File: config.mk
export PLATFORM = sky130hd
export DESIGN_NAME = uart_tx_fifo
export DESIGN_NICKNAME = d
export VERILOG_FILES = /design/src/rtl/uart_tx_fifo.sv
export SDC_FILE = /design/constraint.sdc
export NUM_CORES = 1
export LEC_CHECK = 0
export CAP_MARGIN = 20
export CORE_ASPECT_RATIO = 0.7
export CORE_UTILIZATION = 50
export CTS_BUF_LIST = sky130_fd_sc_hd__clkbuf_8
export DETAILED_ROUTE_END_ITERATION = 8
export MAX_ROUTING_LAYER = met4
export PLACE_DENSITY = 0.76
export RECOVER_POWER = 50
export SYNTH_ARGS = -nofsm -noshare
export SYNTH_HDL_FRONTEND = slang
export SYNTH_SLANG_ARGS = --single-unit
File: constraint.sdc
create_clock -name i_clk_tx -period 4.9 [get_ports i_clk_tx]
set_clock_uncertainty 0.05 [all_clocks]
set_input_delay 0.49 -clock i_clk_tx [delete_from_list [all_inputs] [get_ports i_clk_tx]]
set_output_delay 0.49 -clock i_clk_tx [all_outputs]
set_load 0.03 [all_outputs]
File: src/rtl/uart_tx_fifo.sv
// uart_tx_fifo: byte FIFO in front of uart_tx. Each queued byte is launched
// with a one-cycle start pulse. The launcher then waits for the transmitter's
// busy level to rise (bounded by ACK_TIMEOUT) and to fall again before it
// launches the next byte. Dropped writes and missing acknowledges are reported
// through sticky status bits.
module uart_tx_fifo #(
  parameter int DATA_WIDTH  = 8,
  parameter int DEPTH       = 16,
  parameter int ADDR_WIDTH  = 4,
  parameter int ACK_TIMEOUT = 8
) (
  input  logic                  i_clk_tx,
  input  logic                  i_reset,
  input  logic                  i_wr_en,
  input  logic [DATA_WIDTH-1:0] i_wr_data,
  output logic                  o_full,
  output logic                  o_empty,
  output logic [ADDR_WIDTH:0]   o_count,
  output logic                  o_overflow,
  output logic                  o_ack_err,
  input  logic                  i_clr_status,
  output logic                  o_tx_start,
  output logic [DATA_WIDTH-1:0] o_tx_data,
  input  logic                  i_tx_busy
);

  localparam int CW = (ACK_TIMEOUT > 1) ? $clog2(ACK_TIMEOUT) : 1;

  typedef enum logic [1:0] {S_IDLE, S_LAUNCH, S_WAIT_ACK, S_WAIT_DONE} state_t;

  state_t                  r_state, w_state_nxt;
  logic [DATA_WIDTH-1:0]   r_mem [DEPTH];
  logic [ADDR_WIDTH-1:0]   r_wr_ptr, r_rd_ptr;
  logic [ADDR_WIDTH:0]     r_count, w_count_nxt;
  logic                    r_full, r_empty;
  logic                    r_overflow, r_ack_err;
  logic                    r_tx_start;
  logic [DATA_WIDTH-1:0]   r_tx_data;
  logic [CW-1:0]           r_ack_cnt, w_ack_cnt_nxt;
  logic                    w_pop, w_wr_acc, w_ovf_set, w_ack_timeout;

  // A full FIFO can still take a write when the head leaves on the same edge.
  assign w_wr_acc  = i_wr_en && (!r_full || w_pop);
  assign w_ovf_set = i_wr_en && !w_wr_acc;

  // Occupancy after this edge; a write and a pop together cancel out.
  always_comb begin
    w_count_nxt = r_count;
    case ({w_wr_acc, w_pop})
      2'b10:   w_count_nxt = r_count + (ADDR_WIDTH+1)'(1);
      2'b01:   w_count_nxt = r_count - (ADDR_WIDTH+1)'(1);
      default: w_count_nxt = r_count;
    endcase
  end

  // Storage array; contents need no reset since occupancy gates every read.
  always_ff @(posedge i_clk_tx) begin
    if (w_wr_acc) r_mem[r_wr_ptr] <= i_wr_data;
  end

  // Pointers and registered occupancy flags; pointers wrap naturally (DEPTH = 2**ADDR_WIDTH).
  always_ff @(posedge i_clk_tx or posedge i_reset) begin
    if (i_reset) begin
      r_wr_ptr <= '0;
      r_rd_ptr <= '0;
      r_count  <= '0;
      r_full   <= 1'b0;
      r_empty  <= 1'b1;
    end else begin
      if (w_wr_acc) r_wr_ptr <= r_wr_ptr + ADDR_WIDTH'(1);
      if (w_pop)    r_rd_ptr <= r_rd_ptr + ADDR_WIDTH'(1);
      r_count <= w_count_nxt;
      r_full  <= (w_count_nxt == (ADDR_WIDTH+1)'(DEPTH));
      r_empty <= (w_count_nxt == '0);
    end
  end

  // Launch sequencer next-state logic; pop happens only out of IDLE.
  always_comb begin
    w_state_nxt   = r_state;
    w_ack_cnt_nxt = r_ack_cnt;
    w_pop         = 1'b0;
    w_ack_timeout = 1'b0;
    case (r_state)
      S_IDLE: begin
        if (!r_empty && !i_tx_busy) begin
          w_pop       = 1'b1;
          w_state_nxt = S_LAUNCH;
        end
      end
      S_LAUNCH: begin
        w_ack_cnt_nxt = CW'(ACK_TIMEOUT - 1);
        w_state_nxt   = S_WAIT_ACK;
      end
      S_WAIT_ACK: begin
        if (i_tx_busy) begin
          w_state_nxt = S_WAIT_DONE;
        end else if (r_ack_cnt == '0) begin
          // Byte is treated as consumed; no retry.
          w_ack_timeout = 1'b1;
          w_state_nxt   = S_IDLE;
        end else begin
          w_ack_cnt_nxt = r_ack_cnt - CW'(1);
        end
      end
      S_WAIT_DONE: begin
        if (!i_tx_busy) w_state_nxt = S_IDLE;
      end
      default: w_state_nxt = S_IDLE;
    endcase
  end

  // Sequencer state, ack counter and launch outputs; data moves only on a launch.
  always_ff @(posedge i_clk_tx or posedge i_reset) begin
    if (i_reset) begin
      r_state    <= S_IDLE;
      r_ack_cnt  <= '0;
      r_tx_start <= 1'b0;
      r_tx_data  <= '0;
    end else begin
      r_state    <= w_state_nxt;
      r_ack_cnt  <= w_ack_cnt_nxt;
      r_tx_start <= w_pop;
      if (w_pop) r_tx_data <= r_mem[r_rd_ptr];
    end
  end

  // Sticky status; a clear pulse beats a coincident set.
  always_ff @(posedge i_clk_tx or posedge i_reset) begin
    if (i_reset) begin
      r_overflow <= 1'b0;
      r_ack_err  <= 1'b0;
    end else if (i_clr_status) begin
      r_overflow <= 1'b0;
      r_ack_err  <= 1'b0;
    end else begin
      if (w_ovf_set)     r_overflow <= 1'b1;
      if (w_ack_timeout) r_ack_err  <= 1'b1;
    end
  end

  assign o_full     = r_full;
  assign o_empty    = r_empty;
  assign o_count    = r_count;
  assign o_overflow = r_overflow;
  assign o_ack_err  = r_ack_err;
  assign o_tx_start = r_tx_start;
  assign o_tx_data  = r_tx_data;

endmodule

# Yosys cells after proc, flatten, opt, wreduce, memory -nomap -nowiden

Memories as Yosys holds them, arrays and structs flattened. A register that Yosys moved wholly into a read port is not among the register bits.
Index checks and enable logic that the tools add are counted.

Flip-flop bits (word level): 23
RAM bits: 128
Bits of input ports: 13
Output and inout port bits: 18
Logic and storage cells: 63
Memories kept: 1

Add/subtract/negate cells: 5
Eq/ne operators: 11
Mux-type cells: 20
Reductions and logical operators: 16

Memory list:

| memory | depth | bits a word | read ports | clocked after memory_dff | write ports | RTL line | source |
|---|---|---|---|---|---|---|---|
| r_mem  | 16    | 8           | 1          | 1                        | 1           | 32       | `logic [DATA_WIDTH-1:0] r_mem [DEPTH];` |

Operators by type and width:

| cell                                              | number |
|---|---|
| two-way mux 1 bit                                 | 11 |
| case mux 5 bit (2 select lines)                   | 1 |
| adder 4 x 1 -> 4 bit (second input constant)      | 2 |
| two-way mux 2 bit                                 | 4 |
| != test 2 bit (second input constant)             | 4 |
| case mux 2 bit (4 select lines)                   | 1 |
| == test 2 bit (second input constant)             | 3 |
| two-way mux 3 bit                                 | 2 |
| case mux 3 bit (2 select lines)                   | 1 |
| AND reduction 3 bit                               | 2 |
| nonzero test 2 bit                                | 3 |
| adder 5 x 1 -> 5 bit (second input constant)      | 1 |
| == test 5 bit (second input constant)             | 1 |
| zero test 5 bit                                   | 1 |
| subtractor 5 x 1 -> 5 bit (second input constant) | 1 |
| == test 2 x 1 -> 1 bit (second input constant)    | 2 |
| zero test 1 bit                                   | 4 |
| logical AND 1 bit                                 | 3 |
| zero test 3 bit                                   | 1 |
| != test 3 bit (second input constant)             | 1 |
| subtractor 3 x 1 -> 3 bit (second input constant) | 1 |
| zero test 2 bit                                   | 1 |
| logical OR 1 bit                                  | 1 |

# Depth between registers and ports, before layout

Gate-level depths: netlist of the first run.

Depth in word-level cells: 10
Gate-level depth with buffers: 14
Depth with buffers taken out: 12

# Worst setup path after synthesis of the first run

No wires, ideal clock.

Path kind: reg2reg
Start point: reg r_state[0]
End point: reg r_full, in the netlist o_full
Setup time: 0.080 ns
Data arrival time: 2.931 ns
Data required time: 4.770 ns
Setup slack: 1.839 ns
Cell stages (with the launch flop): 15
Buffers on the path: 2
Clock period less this slack: 3.061 ns
Cells stage by stage: dfrtp_1 > clkbuf_1 > nor2_1 > nand2_1 > a21boi_2 > inv_1 > ha_1 > clkbuf_1 > xor2_1 > ha_1 > nor2_2 > a221o_1 > a2111oi_2 > xor2_1 > nor3b_2

Word-level cells in the longest chain between the ends: 7
Elaborated cells on any way between the ends: 8
Classes of those cells: 3 x eq/ne; 2 x mux; 3 x reduce/logical

RTL lines:

| item                                                           | RTL line | source |
|---|---|---|
| start, declared                                                | 31       | `state_t r_state, w_state_nxt;` |
| start signal, assigned                                         | 121      | `r_state <= w_state_nxt;` |
| zero test 2 bit *                                              | 84       | `case (r_state)` |
| two-way mux 1 bit *                                            | 84       |  |
| logical OR 1 bit                                               | 43       | `assign w_wr_acc = i_wr_en && (!r_full \|\| w_pop);` |
| logical AND 1 bit                                              | 43       |  |
| == test 2 x 1 -> 1 bit / == test 2 bit (equally long branches) | 49       | `case ({w_wr_acc, w_pop})` |
| case mux 5 bit (2 select lines) *                              | 49       |  |
| net w_count_nxt[4]                                             | 34       | `logic [ADDR_WIDTH:0] r_count, w_count_nxt;` |
| == test 5 bit *                                                | 73       | `r_full <= (w_count_nxt == (ADDR_WIDTH+1)'(DEPTH));` |
| end signal, assigned                                           | 73       |  |
| end, declared                                                  | 35       | `logic r_full, r_empty;` |

Mark *: on every way through the listed nets, which the timed path passes. The rest lies on a longest branch.
A chain may end at the register's enable or synchronous reset.

# Worst setup path in the final report of the first run

Start point: in i_tx_busy
End point: reg r_full, in the netlist o_full

Word-level cells in the longest chain between the ends: 9
Elaborated cells on any way between the ends: 10
Classes of those cells: 3 x eq/ne; 3 x mux; 4 x reduce/logical

RTL lines:

| item                                                           | RTL line | source |
|---|---|---|
| start, declared                                                | 24       | `input logic i_tx_busy` |
| zero test 1 bit *                                              | n/a      |  |
| logical AND 1 bit *                                            | 86       | `if (!r_empty && !i_tx_busy) begin` |
| two-way mux 1 bit *                                            | 86       |  |
| two-way mux 1 bit *                                            | 84       |  |
| logical OR 1 bit                                               | 43       |  |
| logical AND 1 bit                                              | 43       |  |
| == test 2 x 1 -> 1 bit / == test 2 bit (equally long branches) | 49       |  |
| case mux 5 bit (2 select lines) *                              | 49       |  |
| net w_count_nxt[4]                                             | 34       |  |
| == test 5 bit *                                                | 73       |  |

Marked as above.

==> impl_metrics.py, run 1 <==
metrics = {
    "power_and_ir_drop": {
        "p_sw_share_pct": 34.2,
        "combPwrFrac_pct": 30.5,
        "switchingPower_mw": 1.36,
        "seqPwrFrac_pct": 48.1,
        "p_leak_nw": 2.45,
        "pwr-share-clk_pct": 21.4,
        "ir_drop_v": 0.000426,
        "power_density_nw_per_um2": 546,
        "p_int_mw": 2.62,
    },
    "grt": {
        "grt_first_pass_wirelength_um": 19400,
        "grt_max_degree": 38,
        "antenna_found_initial": 1,
        "grt_usage_pct": 20.9,
        "grt-ovfl-total": 0,
        "grt_pass1_vias": 3551,
    },
    "route": {
        "drc": 0,
        "first_pass_iters": 4,
        "avgViaCountPerCell": 5.78,
        "drt_iter0_markers": 389,
        "ant_nets": 0,
        "wire_per_inst_um": 20.4,
        "vias": 3406,
        "wirelength_um": 12000,
    },
    "yosys": {
        "synth_xor_area_share_pct": 1.49,
        "synth_nets": 397,
        "syn_inst": 374,
        "syn_avg_cell_area_um2": 17.2,
        "synth_adder_area_share_pct": 1.94,
        "synth_top_family_by_area": "multiplexers",
        "yosys.area_share.simple_pct": 5.53,
        "synth_mux_area_share_pct": 13.6,
        "synth_area_um2": 6450,
        "ys_warn_count": 0,
        "synth-compound-area-share_pct": 3.98,
        "netlist-cell-type-count": 42,
        "yosys_register_bits": 159,
        "ys_seq_area_share_pct": 71.7,
    },
    "worst_setup_path": {
        "start_kind": "input port",
        "path_class": "in2reg",
        "critPathCaptureType": "flip-flop",
        "worstPathArrival_ns": 4.42,
        "crit_required_ns": 5.21,
        "crit_fanout": 14,
    },
    "finish": {
        "multi_input_area_um2": 1710,
        "layoutNonFillerInstCount": 589,
        "layout-drive-gt1-share_pct": 17.6,
        "num-fill-cells": 929,
        "area_growth_pct": 13.0,
        "seqCellArea_um2": 4620,
        "fin_nets": 436,
    },
    "outcome": {
        "violations": "capacitance limit, slew limit",
        "status": "complete, but fails checks",
    },
    "timing": {
        "hold_viol_final": 0,
        "tightest_slew_ns": 1.70,
        "fin_crit_sh_pct": 83.9,
        "clock.fmax_mhz": 243,
        "slew_headroom_pct": -13.4,
        "setup_viol": 0,
        "maxSlewViolCount": 32,
        "final.setup.tns_ns": 0,
        "grt_setup_unrepaired": "false",
        "fin_crit_ns": 4.11,
    },
    "flow_run": {
        "maxCapViolCount": 1,
    },
    "clock_network": {
        "clk_pin_slew_ns": 0.08,
        "cts_tree": "yes",
        "cts_root_buf": "clkbuf_8",
        "cts_max_level": 4,
        "ctsHoldBuffers": 0,
        "insertion_delay_ns": 0.44,
        "cts_buffer_depth": 2,
        "cts_buffers": 17,
        "post_cts_resized": 0,
        "post_cts_buffers": 0,
        "cts.sinks": 159,
    },
    "floorplan": {
        "ios": 31,
        "core_um2": 12500,
        "dieArea_um2": 13400,
        "die_w_um": 138,
        "num_rows": 34,
        "die_h_um": 97,
        "start_util_pct": 51.5,
    },
    "placed_design": {
        "hpwl_um": 7760,
        "gp_congestion": 0.754,
        "io_buffers": 30,
        "post-place-cells": 555,
    },
    "worst_hold_path": {
        "min_path_type": "reg2reg",
    },
}
registers in the layout, indices dropped and copies added (netlist names):
name	flops
r_state	2
o_overflow	1
o_tx_start	1
r_mem	128
r_wr_ptr	4
r_rd_ptr	4
o_ack_err	1
o_count	5
r_ack_cnt	3
o_empty	1
o_tx_data	8
o_full	1
stage by stage:
| step | hold slack (ns) | util [%] | total power, mW | area, µm² | worst slack (ns) |
|---|---|---|---|---|---|
| global placement | 0.440 | 55.4 | 3.12 | 6930 | 0.895 |
| CTS | 0.388 | 58.2 | 4.00 | 7270 | 1.25 |
| global route | 0.494 | 58.2 | 4.20 | 7280 | 0.575 |
| floorplan | 0.454 | - | 2.77 | 6450 | 1.84 |
| detailed placement | 0.452 | 55.4 | 3.17 | 6930 | 0.779 |
| finish | 0.458 | 58.2 | 3.98 | 7280 | 0.788 |
path summary, 6_finish.rpt:
| kind | endpoint | cells after the start | start | slack, ns |
|---|---|---|---|---|
| max reg2reg | o_full | 12 | r_state[1] | 0.92 |
| min in group asynchronous | r_rd_ptr[2] | 3 | i_reset | 1.04 |
| min | o_ack_err | 2 | o_ack_err | 0.46 |
| max in group asynchronous | r_rd_ptr[0] | 3 | i_reset | 2.66 |
| min reg2reg | o_ack_err | 2 | o_ack_err | 0.46 |
| max | o_full | 13 | i_tx_busy | 0.79 |
synth_stat cells, drive strengths merged:
cell type	count	share of area, %
a221o	1	0.16
or4	1	0.12
o2111ai	1	0.14
nand2	16	0.93
a311oi	2	0.27
nor4b	1	0.14
nor3b	2	0.31
nand3b	1	0.12
clkbuf	9	0.52
o211ai	2	0.23
buf	9	0.64
o21a	1	0.12
dfstp	1	0.41
xnor2	7	0.95
a21oi	10	0.78
nand2b	5	0.49
nor3	6	0.47
dfrtp	30	12
o311a	1	0.16
edfxtp	128	60
nor2	35	2.1
nor2b	2	0.19
xor2	4	0.54
a2111oi	1	0.23
nand4	3	0.29
or2	1	0.097
mux2	2	0.35
o31ai	1	0.12
a21boi	2	0.29
nand3	4	0.31
ha	10	1.9
clkinv	1	0.058
inv	9	0.52
mux4	30	10
a31oi	3	0.29
o22a	2	0.27
mux2i	18	2.8
o21ai	12	0.93
area by class of cell:
type	instances	area share (%)
clock buffers	17	3.21
diodes	1	0.0344
clock inverters	15	1.55
repair buffers	38	5.00
well taps	162	2.78
multi-input cells	187	23.5
inverters	10	0.515
flip-flops and latches	159	63.4
cell usage in the layout, fill, tap and decap left out, types with 3 or more instances in the layout:
cell type        netlist  layout
a21oi_1               10      10
a31oi_1                3       3
buf_4                  0       6
clkbuf_8               0      17
clkdlybuf4s50_1        0      20
clkinvlp_4             0       3
dfrtp_1               30      29
dlygate4sd3_1          0      10
edfxtp_1             128     128
ha_1                  10      10
inv_1                  9      10
inv_6                  0       5
mux2i_1               18      18
mux4_2                30      30
nand2_1               16      16
nand2b_1               5       5
nand3_1                4       4
nand4_1                3       3
nor2_1                34      34
nor3_1                 6       6
o21ai_0               12      12
xnor2_1                7       7
xor2_1                 4       4
routing by layer:
| layer | share of wire [%] | vias up | global-route usage, % | routed length, µm |
|---|---|---|---|---|
| li1 | - | 1521 | - | - |
| met1 | 47 | 1765 | 29.7 | 5620 |
| met4 | 1.5 | 0 | 6.27 | 175 |
| met3 | 5.5 | 19 | 5.45 | 659 |
| met5 | 0 | - | - | 0 |
| met2 | 46 | 101 | 29.7 | 5540 |
logic make-up (layout without fill, tap and decap cells):
logic type	after synthesis	in the layout
compound gates	39	39
mux	50	50
xor+xnor	11	11
simple gates	77	77
fa+ha+maj	10	10
other cells	0	1
flops	159	159
buf+inv	28	80
worst max-delay path, cell delays in order:
cell and delay (ns):
dlygate4sd3_1 0.63, nor2_1 0.14, nand2_1 0.33, a21boi_0 0.82, inv_1 0.15, ha_1 0.32, xor2_1 0.19, ha_1 0.21
nor2_2 0.05, a221o_1 0.31, a2111oi_2 0.36, xor2_1 0.24, nor3b_2 0.18
power by group through the flow:
stage	Sequential [mW]	Combinational, mW	Clock (mW)
after floorplan	1.91	0.861	0
after global placement	1.95	1.16	0
after detailed placement	1.97	1.20	0
after CTS	1.94	1.20	0.864
after global routing	1.95	1.33	0.925
final	1.91	1.21	0.851
(Power assumes the default switching activity.)
==> run 2, diff against run 1 <==
--- a/config.mk
+++ b/config.mk
@@ -11,7 +11,7 @@
 export CTS_BUF_LIST = sky130_fd_sc_hd__clkbuf_8
 export DETAILED_ROUTE_END_ITERATION = 8
 export MAX_ROUTING_LAYER = met4
-export PLACE_DENSITY = 0.76
+export PLACE_DENSITY = 0.79
 export RECOVER_POWER = 50
 export SYNTH_ARGS = -nofsm -noshare
 export SYNTH_HDL_FRONTEND = slang
==> constraint.sdc (replaced) <==
create_clock -name i_clk_tx -period 3.7 [get_ports i_clk_tx]
set_clock_uncertainty 0.05 [all_clocks]
set_input_delay 0.37 -clock i_clk_tx [delete_from_list [all_inputs] [get_ports i_clk_tx]]
set_output_delay 0.37 -clock i_clk_tx [all_outputs]
set_load 0.03 [all_outputs]
==> impl_metrics.py, run 2 (synthesis results as in run 1) <==
metrics = {
    "route": {
        "ant_nets": 0,
        "first_pass_iters": 5,
        "wire_per_inst_um": 19.9,
        "wirelength_um": 12000,
        "drc": 0,
        "vias": 3472,
        "drt_iter0_markers": 260,
        "avgViaCountPerCell": 5.77,
    },
    "clock_network": {
        "cts_buffer_depth": 2,
        "cts.sinks": 159,
        "cts_root_buf": "clkbuf_8",
        "cts_max_level": 4,
        "cts_tree": "yes",
        "insertion_delay_ns": 0.45,
        "clk_pin_slew_ns": 0.09,
        "post_cts_resized": 0,
        "ctsHoldBuffers": 0,
        "post_cts_buffers": 0,
        "cts_buffers": 17,
    },
    "worst_setup_path": {
        "critPathCaptureType": "flip-flop",
        "start_kind": "flip-flop",
        "worstPathArrival_ns": 3.47,
        "path_class": "reg2reg",
        "crit_required_ns": 4.03,
        "crit_fanout": 11,
        "reg2reg_depth": 12,
    },
    "finish": {
        "top_register": "r_mem",
        "fin_nets": 450,
        "final_util_pct": 59.8,
        "layoutNonFillerInstCount": 602,
        "final_cell_mix": "edfxtp_1, nor2_1, mux4_2",
        "diodes": 0,
        "final_common_cell": "edfxtp_1",
        "layout-drive-gt1-share_pct": 20.0,
        "area_growth_pct": 16.0,
        "largest_reg_flops": 128,
        "finish.instance_area_um2": 7470,
    },
    "timing": {
        "fin_crit_sh_pct": 84.9,
        "maxSlewViolCount": 0,
        "clock.fmax_mhz": 318,
        "fin_crit_ns": 3.14,
        "slew_headroom_pct": 29.1,
        "final.setup.tns_ns": 0,
        "whs_ns": 0.431,
        "setup_viol": 0,
        "hold_viol_final": 0,
        "tightest_slew_ns": 1.06,
        "grt_setup_unrepaired": "false",
    },
    "grt": {
        "grt_usage_pct": 19.9,
        "grt_max_degree": 25,
        "grt_first_pass_wirelength_um": 18300,
        "grt-ovfl-total": 0,
        "grt_pass1_vias": 3394,
        "antenna_found_initial": 0,
    },
    "power_and_ir_drop": {
        "pwr-share-clk_pct": 23.9,
        "seqPwrFrac_pct": 46.8,
        "p_int_mw": 3.61,
        "ir_drop_v": 0.000577,
        "p_leak_nw": 2.56,
        "p_sw_share_pct": 34.2,
        "combPwrFrac_pct": 29.3,
        "power_density_nw_per_um2": 735,
        "switchingPower_mw": 1.88,
    },
    "placed_design": {
        "hpwl_um": 7940,
        "post_dp_cell_area_um2": 7070,
        "io_buffers": 30,
        "post-place-cells": 570,
        "gp_congestion": 0.799,
    },
    "floorplan": {
        "start_util_pct": 51.5,
        "core_um2": 12500,
        "die_h_um": 97,
        "num_rows": 34,
        "dieArea_um2": 13400,
        "ios": 31,
        "die_w_um": 138,
    },
    "outcome": {
        "status": "finished, final reports clean",
    },
    "flow_run": {
        "maxCapViolCount": 0,
    },
    "worst_hold_path": {
        "holdPathStages": 2,
        "min_path_type": "in2reg",
    },
}
==> run 2: cell count changes in the layout (fill, tap and decap cells not counted), moves of 2 or more <==
cell / change
clkbuf_1: +3
buf_12: +2
inv_6: -2
clkinvlp_4: -2
clkinv_2: -2
inv_8: +4
clkinv_8: +4
buf_4: +10
==> run 2: final timing paths <==
kind                       slack, ns            to    startpoint
max in group asynchronous       2.15  o_tx_data[0]       i_reset
max                             0.56        o_full    r_state[1]
min in group asynchronous       0.46  r_ack_cnt[2]       i_reset
min                             0.43    o_overflow  i_clr_status
min reg2reg                     0.46    o_count[4]    o_count[4]
max reg2reg                     0.56        o_full    r_state[1]
==> run 2: metrics by stage <==
step                setup WS (ns)  power, mW
finish                      0.559       5.49
global route                0.257       5.77
CTS                         0.666       5.56
detailed placement          0.313       4.25
global placement            0.448       4.17
floorplan                   0.639       3.67
==> run 2: final cells by class <==
class | instances | area, µm²
inverter | 10 | 37.5
timing repair buffer | 52 | 475
fill | 905 | 5030
clock inverter | 15 | 194
multi-input combinational | 187 | 1710
clock buffer | 17 | 234
tap | 162 | 203
sequential | 159 | 4620
==> run 2: layer usage <==
layer | GRT usage [%] | routed length [µm]
met5 | - | 0
met4 | 5.77 | 78
met3 | 4.45 | 911
met2 | 30.0 | 5880
met1 | 27.3 | 5100
==> run 2: power groups by stage <==
stage / combinational, mW / clock (mW) / sequential, mW
6_report: 1.61 / 1.31 / 2.57
5_1_grt: 1.74 / 1.41 / 2.62
4_1_cts: 1.64 / 1.34 / 2.57
3_5_place_dp: 1.64 / 0 / 2.61
3_3_place_gp: 1.59 / 0 / 2.59
2_1_floorplan: 1.14 / 0 / 2.53
==> run 2: worst max-delay path: stages, from the launching register on <==
cell,delay [ns]
dfrtp_1,0.50
nor2_1,0.19
nand2_1,0.11
a21boi_0,0.28
inv_1,0.10
ha_1,0.29
xor2_1,0.20
ha_1,0.23
nor2_2,0.05
a221o_1,0.30
a2111oi_2,0.36
xor2_1,0.24
nor3b_2,0.19
==> run 3, diff against run 2 <==
--- a/config.mk
+++ b/config.mk
@@ -11,7 +11,7 @@
 export CTS_BUF_LIST = sky130_fd_sc_hd__clkbuf_8
 export DETAILED_ROUTE_END_ITERATION = 8
 export MAX_ROUTING_LAYER = met4
-export PLACE_DENSITY = 0.79
+export PLACE_DENSITY = 0.76
 export RECOVER_POWER = 50
 export SYNTH_ARGS = -nofsm -noshare
 export SYNTH_HDL_FRONTEND = slang
==> constraint.sdc (replaced) <==
create_clock -name i_clk_tx -period 3 [get_ports i_clk_tx]
set_clock_uncertainty 0.05 [all_clocks]
set_input_delay 0.3 -clock i_clk_tx [delete_from_list [all_inputs] [get_ports i_clk_tx]]
set_output_delay 0.3 -clock i_clk_tx [all_outputs]
set_load 0.03 [all_outputs]
==> impl_metrics.py, run 3 (synthesis results as in run 1) <==
metrics = {
    "finish": {
        "layout-drive-gt1-share_pct": 23.6,
        "final_cell_mix": "edfxtp_1, buf_4, nor2_1",
        "multi_input_area_um2": 1730,
        "fin_nets": 467,
        "finish.instance_area_um2": 7600,
        "largest_reg_flops": 128,
        "area_growth_pct": 18.0,
        "seqCellArea_um2": 4620,
        "final_common_cell": "edfxtp_1",
        "num-fill-cells": 932,
        "top_register": "r_mem",
    },
    "route": {
        "ant_nets": 0,
        "wirelength_um": 12800,
        "drc": 0,
        "drt_iter0_markers": 271,
        "wire_per_inst_um": 20.6,
        "avgViaCountPerCell": 5.71,
        "first_pass_iters": 4,
        "vias": 3539,
    },
    "placed_design": {
        "hpwl_um": 8610,
        "post_dp_cell_area_um2": 7180,
        "gp_congestion": 0.820,
        "io_buffers": 30,
    },
    "worst_setup_path": {
        "crit_path_end": "o_full",
        "crit_required_ns": 3.31,
        "reg2reg_depth": 12,
        "r2r-end": "o_full",
        "critPathCaptureType": "flip-flop",
        "worstPathArrival_ns": 3.11,
        "r2r_start": "r_state[0]",
        "crit_fanout": 6,
        "path_class": "reg2reg",
        "reg2reg_setup_slack_ns": 0.20,
        "crit_start": "r_state[0]",
        "start_kind": "flip-flop",
    },
    "floorplan": {
        "ios": 31,
        "dieArea_um2": 13400,
        "core_um2": 12500,
        "die_h_um": 97,
        "die_w_um": 138,
        "num_rows": 34,
        "start_util_pct": 51.5,
    },
    "grt": {
        "antenna_found_initial": 1,
        "grt_pass1_vias": 3529,
        "grt_usage_pct": 21.5,
        "grt_max_degree": 38,
        "grt_first_pass_wirelength_um": 19700,
        "grt-ovfl-total": 0,
    },
    "timing": {
        "maxSlewViolCount": 0,
        "hold_viol_final": 0,
        "setup_viol": 0,
        "fin_crit_ns": 2.80,
        "slew_headroom_pct": 15.2,
        "tightest_slew_ns": 1.27,
        "clock.fmax_mhz": 357,
        "whs_ns": 0.130,
        "fin_crit_sh_pct": 93.4,
    },
    "worst_hold_path": {
        "min_path_type": "in2async",
    },
    "clock_network": {
        "cts_tree": "yes",
        "clk_pin_slew_ns": 0.09,
        "cts_root_buf": "clkbuf_8",
        "cts.sinks": 159,
        "cts_buffer_depth": 2,
        "cts_buffers": 17,
        "cts_max_level": 4,
        "insertion_delay_ns": 0.44,
    },
    "outcome": {
        "status": "finished, final reports clean",
    },
    "power_and_ir_drop": {
        "power_density_nw_per_um2": 920,
        "ir_drop_v": 0.000439,
        "p_leak_nw": 2.65,
    },
    "flow_run": {
        "maxCapViolCount": 0,
    },
}
==> run 3: changes by cell type in the layout (fill, tap and decap cells not counted), sizes merged <==
| cell | previous run | this run |
|---|---|---|
| buf | 18 | 36 |
| bufinv | 1 | 3 |
| clkbuf | 21 | 20 |
| clkinvlp | 1 | 2 |
| diode | 0 | 1 |
| inv | 17 | 14 |
==> run 3: cell type report <==
cell class | count | share of cell area, %
sequential | 159 | 60.8
multi-input combinational | 187 | 22.7
timing repair buffer | 69 | 7.98
clock buffer | 17 | 3.08
tap | 162 | 2.67
clock inverter | 15 | 2.22
inverter | 10 | 0.510
antenna | 1 | 0.0329
==> run 3: how the worst min path moves through the flow <==
stage                       startpoint           end  slack, ns  cells past startpoint
after detailed placement  o_tx_data[7]  o_tx_data[7]       0.43                      2
after global placement    o_tx_data[2]  o_tx_data[2]       0.43                      2
after floorplan           i_clr_status     o_ack_err       0.32                      1
after global routing           i_reset  o_tx_data[1]       0.14                      2
after CTS                 i_clr_status     o_ack_err       0.34                      2
final                          i_reset  o_tx_data[1]       0.13                      2
==> run 3: through the flow <==
stage	setup WS [ns]	utilization, %	TNS, ns	total power [mW]	instances
after floorplan	0.0169	-	0	4.53	374
after global placement	-0.00248	57.4	-0.00248	5.34	584
final	0.199	60.8	0	6.99	620
after detailed placement	-0.116	57.4	-0.145	5.42	584
after CTS	0.0999	60.6	0	7.03	616
after global routing	-0.0128	60.8	-0.0128	7.34	620
==> run 3: per-layer routing <==
metal | part of all wire [%] | track usage, % | vias up
li1 | - | - | 1584
met1 | 47 | 32.1 | 1824
met2 | 45 | 29.3 | 114
met3 | 6.5 | 5.61 | 17
met4 | 0.89 | 6.19 | 0
met5 | 0 | - | -
==> run 3: what timing repair did <==
item                                    4_1_cts  5_1_grt
gates resized for setup                       0        3
hold buffers                                  0        0
setup buffers                                 0        2
endpoints found under the setup margin        0        2
endpoints found under the hold margin         0        0
==> run 3: power by group <==
part,internal [mW],switching [mW],total (mW)
sequential,2.74,0.327,3.07
combinational,1.09,1.22,2.31
clock,0.820,0.789,1.61
==> run 3: critical path, cell delays in order, from the launching register on <==
cell       delay, ns
dfrtp_2         0.45
nor2_2          0.13
nand2_2         0.11
a21boi_4        0.14
inv_1           0.07
ha_1            0.21
xor2_1          0.17
ha_2            0.22
nor2_2          0.04
a221o_1         0.32
a2111oi_2       0.37
xor2_1          0.24
nor3b_2         0.19
